### src/rtl/barrel_shifter_pipe.sv
// barrel_shifter_pipe: fully pipelined log-shifter with valid/ready handshake.
// One mux stage per shift-amount bit, largest shift first, each stage
// registered. A single global advance moves or freezes the entire pipe.
// Optional macro BARREL_SHIFTER_PIPE_ROTATE_EN adds rotate-right on mode 11;
// without it mode 11 is a plain logical right shift.

// One pipeline stage: conditional shift by SHAMT, then the stage register.
module bsp_stage #(
  parameter int DATA_WIDTH  = 32,
  parameter int SHIFT_WIDTH = 5,
  parameter int SHAMT       = 16
) (
  input  logic                   clk,
  input  logic                   rst_n,
  input  logic                   adv,
  input  logic                   in_valid,
  input  logic [DATA_WIDTH-1:0]  in_data,
  input  logic [SHIFT_WIDTH-1:0] in_shift,
  input  logic [1:0]             in_mode,
  input  logic                   in_fill,
  output logic                   out_valid,
  output logic [DATA_WIDTH-1:0]  out_data,
  output logic [SHIFT_WIDTH-1:0] out_shift,
  output logic [1:0]             out_mode,
  output logic                   out_fill
);

  logic [DATA_WIDTH-1:0] shifted;
  logic [DATA_WIDTH-1:0] stage_data;

  // Shift candidate for this stage; the MSB of in_shift is this stage's select.
  always_comb begin
    shifted = in_data;
    if (in_mode == 2'b00) begin
      shifted = in_data << SHAMT;
`ifdef BARREL_SHIFTER_PIPE_ROTATE_EN
    end else if (in_mode == 2'b11) begin
      // Wrap bits come from this stage's own data.
      shifted = {in_data[SHAMT-1:0], in_data[DATA_WIDTH-1:SHAMT]};
`endif
    end else begin
      // Fill bit was captured at entry and is never re-derived here.
      shifted = {{SHAMT{in_fill}}, in_data[DATA_WIDTH-1:SHAMT]};
    end
    stage_data = in_shift[SHIFT_WIDTH-1] ? shifted : in_data;
  end

  // Stage register; the consumed shift bit is dropped so the next stage
  // always reads its select from the MSB.
  always_ff @(posedge clk or negedge rst_n) begin
    if (!rst_n) begin
      out_valid <= 1'b0;
      out_data  <= '0;
      out_shift <= '0;
      out_mode  <= 2'b00;
      out_fill  <= 1'b0;
    end else if (adv) begin
      out_valid <= in_valid;
      out_data  <= stage_data;
      out_shift <= {in_shift[SHIFT_WIDTH-2:0], 1'b0};
      out_mode  <= in_mode;
      out_fill  <= in_fill;
    end
  end

endmodule

module barrel_shifter_pipe #(
  parameter int DATA_WIDTH  = 32,
  parameter int SHIFT_WIDTH = $clog2(DATA_WIDTH)
) (
  input  logic                   i_clk,
  input  logic                   i_rst_n,
  input  logic                   i_valid,
  output logic                   o_ready,
  input  logic [DATA_WIDTH-1:0]  i_data,
  input  logic [SHIFT_WIDTH-1:0] i_shift,
  input  logic [1:0]             i_mode,
  output logic                   o_valid,
  input  logic                   i_ready,
  output logic [DATA_WIDTH-1:0]  o_data
);

  localparam int STAGES = SHIFT_WIDTH;

  // Index 0 is the live input; index k+1 is the register after stage k.
  logic [STAGES:0]                  vld_pipe;
  logic [STAGES:0][DATA_WIDTH-1:0]  data_pipe;
  logic [STAGES:0][SHIFT_WIDTH-1:0] shift_pipe;
  logic [STAGES:0][1:0]             mode_pipe;
  logic [STAGES:0]                  fill_pipe;
  logic                             adv;
  logic                             unused_tail;

  // Whole pipe moves together whenever the output slot is free or drained.
  assign adv     = ~o_valid | i_ready;
  assign o_ready = adv;

  // Entry: fill is the sign bit only for ASR.
  assign vld_pipe[0]   = i_valid;
  assign data_pipe[0]  = i_data;
  assign shift_pipe[0] = i_shift;
  assign mode_pipe[0]  = i_mode;
  assign fill_pipe[0]  = (i_mode == 2'b10) & i_data[DATA_WIDTH-1];

  genvar k;
  generate
    for (k = 0; k < STAGES; k++) begin : g_stage
      bsp_stage #(
        .DATA_WIDTH (DATA_WIDTH),
        .SHIFT_WIDTH(SHIFT_WIDTH),
        .SHAMT      (1 << (STAGES - 1 - k))
      ) u_stage (
        .clk      (i_clk),
        .rst_n    (i_rst_n),
        .adv      (adv),
        .in_valid (vld_pipe[k]),
        .in_data  (data_pipe[k]),
        .in_shift (shift_pipe[k]),
        .in_mode  (mode_pipe[k]),
        .in_fill  (fill_pipe[k]),
        .out_valid(vld_pipe[k+1]),
        .out_data (data_pipe[k+1]),
        .out_shift(shift_pipe[k+1]),
        .out_mode (mode_pipe[k+1]),
        .out_fill (fill_pipe[k+1])
      );
    end
  endgenerate

  // Outputs straight from the last register: no input-to-output comb path.
  assign o_valid = vld_pipe[STAGES];
  assign o_data  = data_pipe[STAGES];

  // Control fields of the final register have no consumer.
  assign unused_tail = ^{shift_pipe[STAGES], mode_pipe[STAGES], fill_pipe[STAGES]};

endmodule

### config.mk
export PLATFORM = sky130hd
export DESIGN_NAME = barrel_shifter_pipe
export DESIGN_NICKNAME = d
export VERILOG_FILES = /design/src/rtl/barrel_shifter_pipe.sv
export SDC_FILE = /design/constraint.sdc
export NUM_CORES = 1
export LEC_CHECK = 0
export BUFFER_PORTS_ARGS = -buffer_cell sky130_fd_sc_hd__buf_2
export CORE_MARGIN = 4
export CORE_UTILIZATION = 60
export CTS_BUF_LIST = sky130_fd_sc_hd__clkbuf_4
export DETAILED_ROUTE_END_ITERATION = 7
export PLACE_DENSITY = 0.82
export SYNTH_ARGS = -nofsm -noshare
export SYNTH_HDL_FRONTEND = slang
export SYNTH_SLANG_ARGS = --single-unit
### constraint.sdc
create_clock -name i_clk -period 3.65 [get_ports i_clk]
set_clock_uncertainty 0.15 [all_clocks]
set_input_delay 0.5475 -clock i_clk [delete_from_list [all_inputs] [get_ports i_clk]]
set_output_delay 0.5475 -clock i_clk [all_outputs]
set_load 0.02 [all_outputs]
### Word level (Yosys, flattened, before mapping)

Index checks and enable logic that the tools add are counted.

| word-level totals | value |
|---|---|
| bits in writable memories | 0 |
| latch bits | 0 |
| ROM bits | 0 |
| output and inout bits | 34 |
| register bits after elaboration | 187 |
| input bits | 43 |
| logic and storage cells | 41 |
| memories | 0 |

| operators by class | value |
|---|---|
| reduce and logical (&&, ||, !) cells | 5 |
| shift-type cells | 0 |
| multiply operators | 0 |
| eq/ne operators | 1 |
| bitwise operators | 3 |
| magnitude comparators | 0 |
| div/mod/pow operators | 0 |
| muxes and demuxes | 10 |
| add/sub/neg operators | 0 |

Operators by type and width:

| cell | number |
|---|---|
| two-way mux 32 bit | 10 |
| zero test 2 bit | 5 |
| equality test 2 bit (second input constant) | 1 |
| bitwise AND 1 bit | 1 |
| NOT 1 bit | 1 |
| bitwise OR 1 bit | 1 |

### Depth between registers and ports, before layout

| depth | value |
|---|---|
| depth after elaboration | 4 |
| depth in mapped cells | 8 |

### By module

From an unflattened synthesis, not the netlist that was laid out.

| second synthesis, totals | value |
|---|---|
| cell total of the unflattened synthesis | 1,000 |
| area total of the unflattened synthesis | 10,560.1 um2 |

By module, submodules not included:

| module | sequential area each (um2) | times used | area each (um2) | cells each |
|---|---|---|---|---|
| bsp_stage at g_stage[3].u_stage | 1,001.0 | 1 | 2,129.5 | 200 |
| bsp_stage at g_stage[4].u_stage | 1,001.0 | 1 | 2,124.5 | 198 |
| bsp_stage at g_stage[1].u_stage | 1,001.0 | 1 | 2,122.0 | 199 |
| bsp_stage at g_stage[2].u_stage | 1,001.0 | 1 | 2,117.0 | 199 |
| bsp_stage at g_stage[0].u_stage | 1,001.0 | 1 | 2,052.0 | 202 |
| barrel_shifter_pipe | 0.0 | 1 | 15.0 | 2 |

### Least setup slack after synthesis

No wires, ideal clock.

| path | value |
|---|---|
| path kind | input -> output |
| start | input port i_ready |
| end | output port o_ready |
| stages on the path | 6 |
| setup slack | 1.711 ns |
| data required time | 2.952 ns |
| buffers on the path | 4 |
| arrival | 1.242 ns |
| cell sequence | nor2b_4 > buf_6 > inv_2 > buf_6 > buf_6 > buf_4 |

| between the ends | value |
|---|---|
| cells in the longest elaborated chain, start to end | 1 |

Ends and longest elaborated chain:

| element | line | text |
|---|---|---|
| start: declaration | 80 | `input logic i_ready,` |
| bitwise OR 1 bit | 96 | `assign adv = ~o_valid \| i_ready;` |
| end: declaration | 75 | `output logic o_ready,` |

Every way passes these cells.

### Worst setup path after layout

| path | value |
|---|---|
| start | register g_stage[4].u_stage.out_valid |
| end | output port o_ready |

| between the ends | value |
|---|---|
| cells in the longest elaborated chain, start to end | 2 |

Ends and longest elaborated chain:

| element | line | text |
|---|---|---|
| start: declaration | 21 | `output logic out_valid,` |
| start signal: assignment | 58 | `out_valid <= in_valid;` |
| NOT 1 bit | 96 |  |
| bitwise OR 1 bit | 96 |  |

Every way passes these cells.

==> results.yml <==
clock_network:
  clkTransAtPathRegs_ps: 150
  clk_latency_ps: 590
  cts_tree: "done"
  numCtsBuffers: 17
  cts_setup_buffers: 0
  clock_sinks: 187
  root_buffer: "clkbuf_4"
  ctsResizeCount: 0
  cts_max_level: 4
  clk_path_buf_depth: 2
power:
  power_mw: 8.70
  power_density_nw_per_um2: 835
  total_leakage_power_nw: 4.40
  ir_drop_mv: 0.413
route:
  avgViaCountPerCell: 5.92
  drcViolationCount: 0
  num_vias: 7491
  drt-pass1-iter-count: 5
  ant_nets: 0
  drt-initial-drc-count: 740
  wl_microns: 21000
  wl_per_cell_microns: 16.6
yosys:
  synth_top_area_share_pct: 46.7
  syn_area_per_cell_sq_um: 9.60
  synth_edf_count: 0
  synth_cells: 1043
  syn-num-nets: 1086
  yosysSeqAreaShare_pct: 46.7
  ys_ff_latch: 187
  synthArstFlopShare_pct: 100
  synthTopCellsByArea: "dfrtp_1 47%, mux2i_1 10%, nand2_1 9.1%"
  synth.distinct_cells: 36
  ys_warn_count: 0
  synth_top_cell_by_area: "dfrtp_1"
  synthFlopType: "dfrtp_1"
  synth_area_sq_um: 10000
worst_setup_path:
  worstPathArrival_ps: 1970
  start_kind: "flip-flop"
  r2r_end: "g_stage[3].u_stage.out_data[23]$_DFFE_PN0P_"
  reg2regPathDepth: 4
  critPathMaxFanout: 74
  path_class: "flip-flop to output pin"
  reg2reg_from: "g_stage[4].u_stage.out_valid$_DFFE_PN0P_"
  critPathRequiredTime_ps: 2950
  critPathCaptureType: "output pin"
  r2r_slack_ps: 1040
timing:
  timing.fmax_mhz: 375
  tns_ps: 0
  tightest_slew_ps: 1060
  finalHoldViolCount: 0
  period_needed_ps: 2670
  finalSetupViolations: 0
  slew-limit-headroom_pct: 29.5
  fin_crit_sh_pct: 73.1
  grt_setup_unrepaired: "false"
  slew_viol_final: 0
placement:
  gp_congestion: 0.808
  hpwl_microns: 14100
  port_buffers: 76
job:
  max_cap_viol_count: 0
min_path:
  hold_depth: 3
  hp-class: "primary input to flip-flop"
  hold_end: "g_stage[0].u_stage.out_data[20]$_DFFE_PN0P_"
  worstHoldStart: "i_data[4]"
floorplanning:
  io_pins: 77
  dieArea_sq_um: 18800
  rows: 46
  die_x_microns: 137
  start_util_pct: 62.1
  die-height_microns: 137
  core_area_sq_um: 16100
global_routing:
  grt_use_total_pct: 23.2
  grt_overflow: 0
  grt_pass1_wl_microns: 35200
  grt_max_degree: 217
  antenna_found_initial: 1
  grt_pass1_vias: 7001
run_status:
  status: "completed"
finish:
  mostFrequentLayoutCell: "nand2_1"
  nets: 1079
  final_cell_mix: "243 x nand2_1, 187 x dfrtp_1, 104 x o211ai_1"
  drive_gt1_share_pct: 13.3
  syn_to_final_growth_pct: 3.97
## state kept, by name (all words and copies together) (netlist names)
| signal | cells |
|---|---|
| g_stage.u_stage.out_data | 160 |
| g_stage.u_stage.out_fill | 4 |
| g_stage.u_stage.out_mode | 8 |
| g_stage.u_stage.out_shift | 10 |
| g_stage.u_stage.out_valid | 5 |
## stage by stage
stage          util, %  hold slack (ps)  instances  instance area [sq um]  setup slack (ps)
4_1_cts           64.6             3.19       1265                  10400               932
5_1_grt           64.6             1.16       1266                  10400               851
3_5_place_dp      62.3              299       1227                  10000               916
6_report          64.6             43.8       1266                  10400               982
2_1_floorplan        -              102       1043                  10000              1710
3_3_place_gp      62.3              292       1227                  10000               994
## worst max path at each step
| stage | start | cells after the start | to |
|---|---|---|---|
| after floorplan | i_ready | 6 | o_ready |
| after CTS | g_stage[4].u_stage.out_valid$_DFFE_PN0P_ | 3 | o_ready |
| after global placement | i_ready | 5 | g_stage[3].u_stage.out_data[30]$_DFFE_PN0P_ |
| after global routing | g_stage[4].u_stage.out_valid$_DFFE_PN0P_ | 3 | o_ready |
| final | g_stage[4].u_stage.out_valid$_DFFE_PN0P_ | 3 | o_ready |
| after detailed placement | i_ready | 5 | g_stage[3].u_stage.out_data[23]$_DFFE_PN0P_ |
## kinds of logic after synthesis
logic type	synth area share [%]
AND/OR/NAND/NOR	21.2
flip-flops	46.7
AO/OA/AOI/OAI	14.6
buffers and inverters	7.56
multiplexers	10.0
## cells in the mapped netlist, types with 3 or more instances
master       n
dfrtp_1    187
a31oi_1     21
nor2_1      26
nor3_1      24
buf_2       35
mux2i_1    100
or2_2        3
nand3_1     16
buf_4       36
nand3b_1    89
o21ai_0     32
a211oi_2    10
nor2b_1     22
o21a_1       3
nand2_1    243
a21oi_1      5
clkbuf_1    32
a2bb2oi_1    8
o211ai_1   104
a211oi_1    14
buf_6       16
## power breakdown
group	switching [mW]	total [mW]	internal [mW]
sequential	0.974	3.90	2.93
combinational	2.01	3.61	1.61
clock	0.709	1.18	0.472
## worst max-delay path, cell delays in order, from the launching register on
cell     delay [ps]
dfrtp_1         410
nor2b_4         150
inv_4           540
buf_2           290
## layer usage
metal	wire length [microns]	share of wire [%]	vias to the layer above	GRT usage (%)
met5	0	0	-	0
met4	501	2.4	0	8.81
met3	944	4.5	43	4.02
met2	9940	47	209	36.8
met1	9580	46	3588	32.2
li1	-	-	3651	-
## final cells by class
class                      count  area (sq um)
sequential                   187          4680
multi-input combinational    734          4590
antenna                        1          2.50
clock buffer                  17           128
clock inverter                15           174
tap                          216           270
fill                        1353          5700
timing repair buffer          93           554
inverter                       3          13.8
## timing repair
action,in CTS,in global routing
hold buffers,6,0
endpoints found under the setup margin,0,0
hold endpoints to repair,63,0
Power figures use the tool's default switching activity.
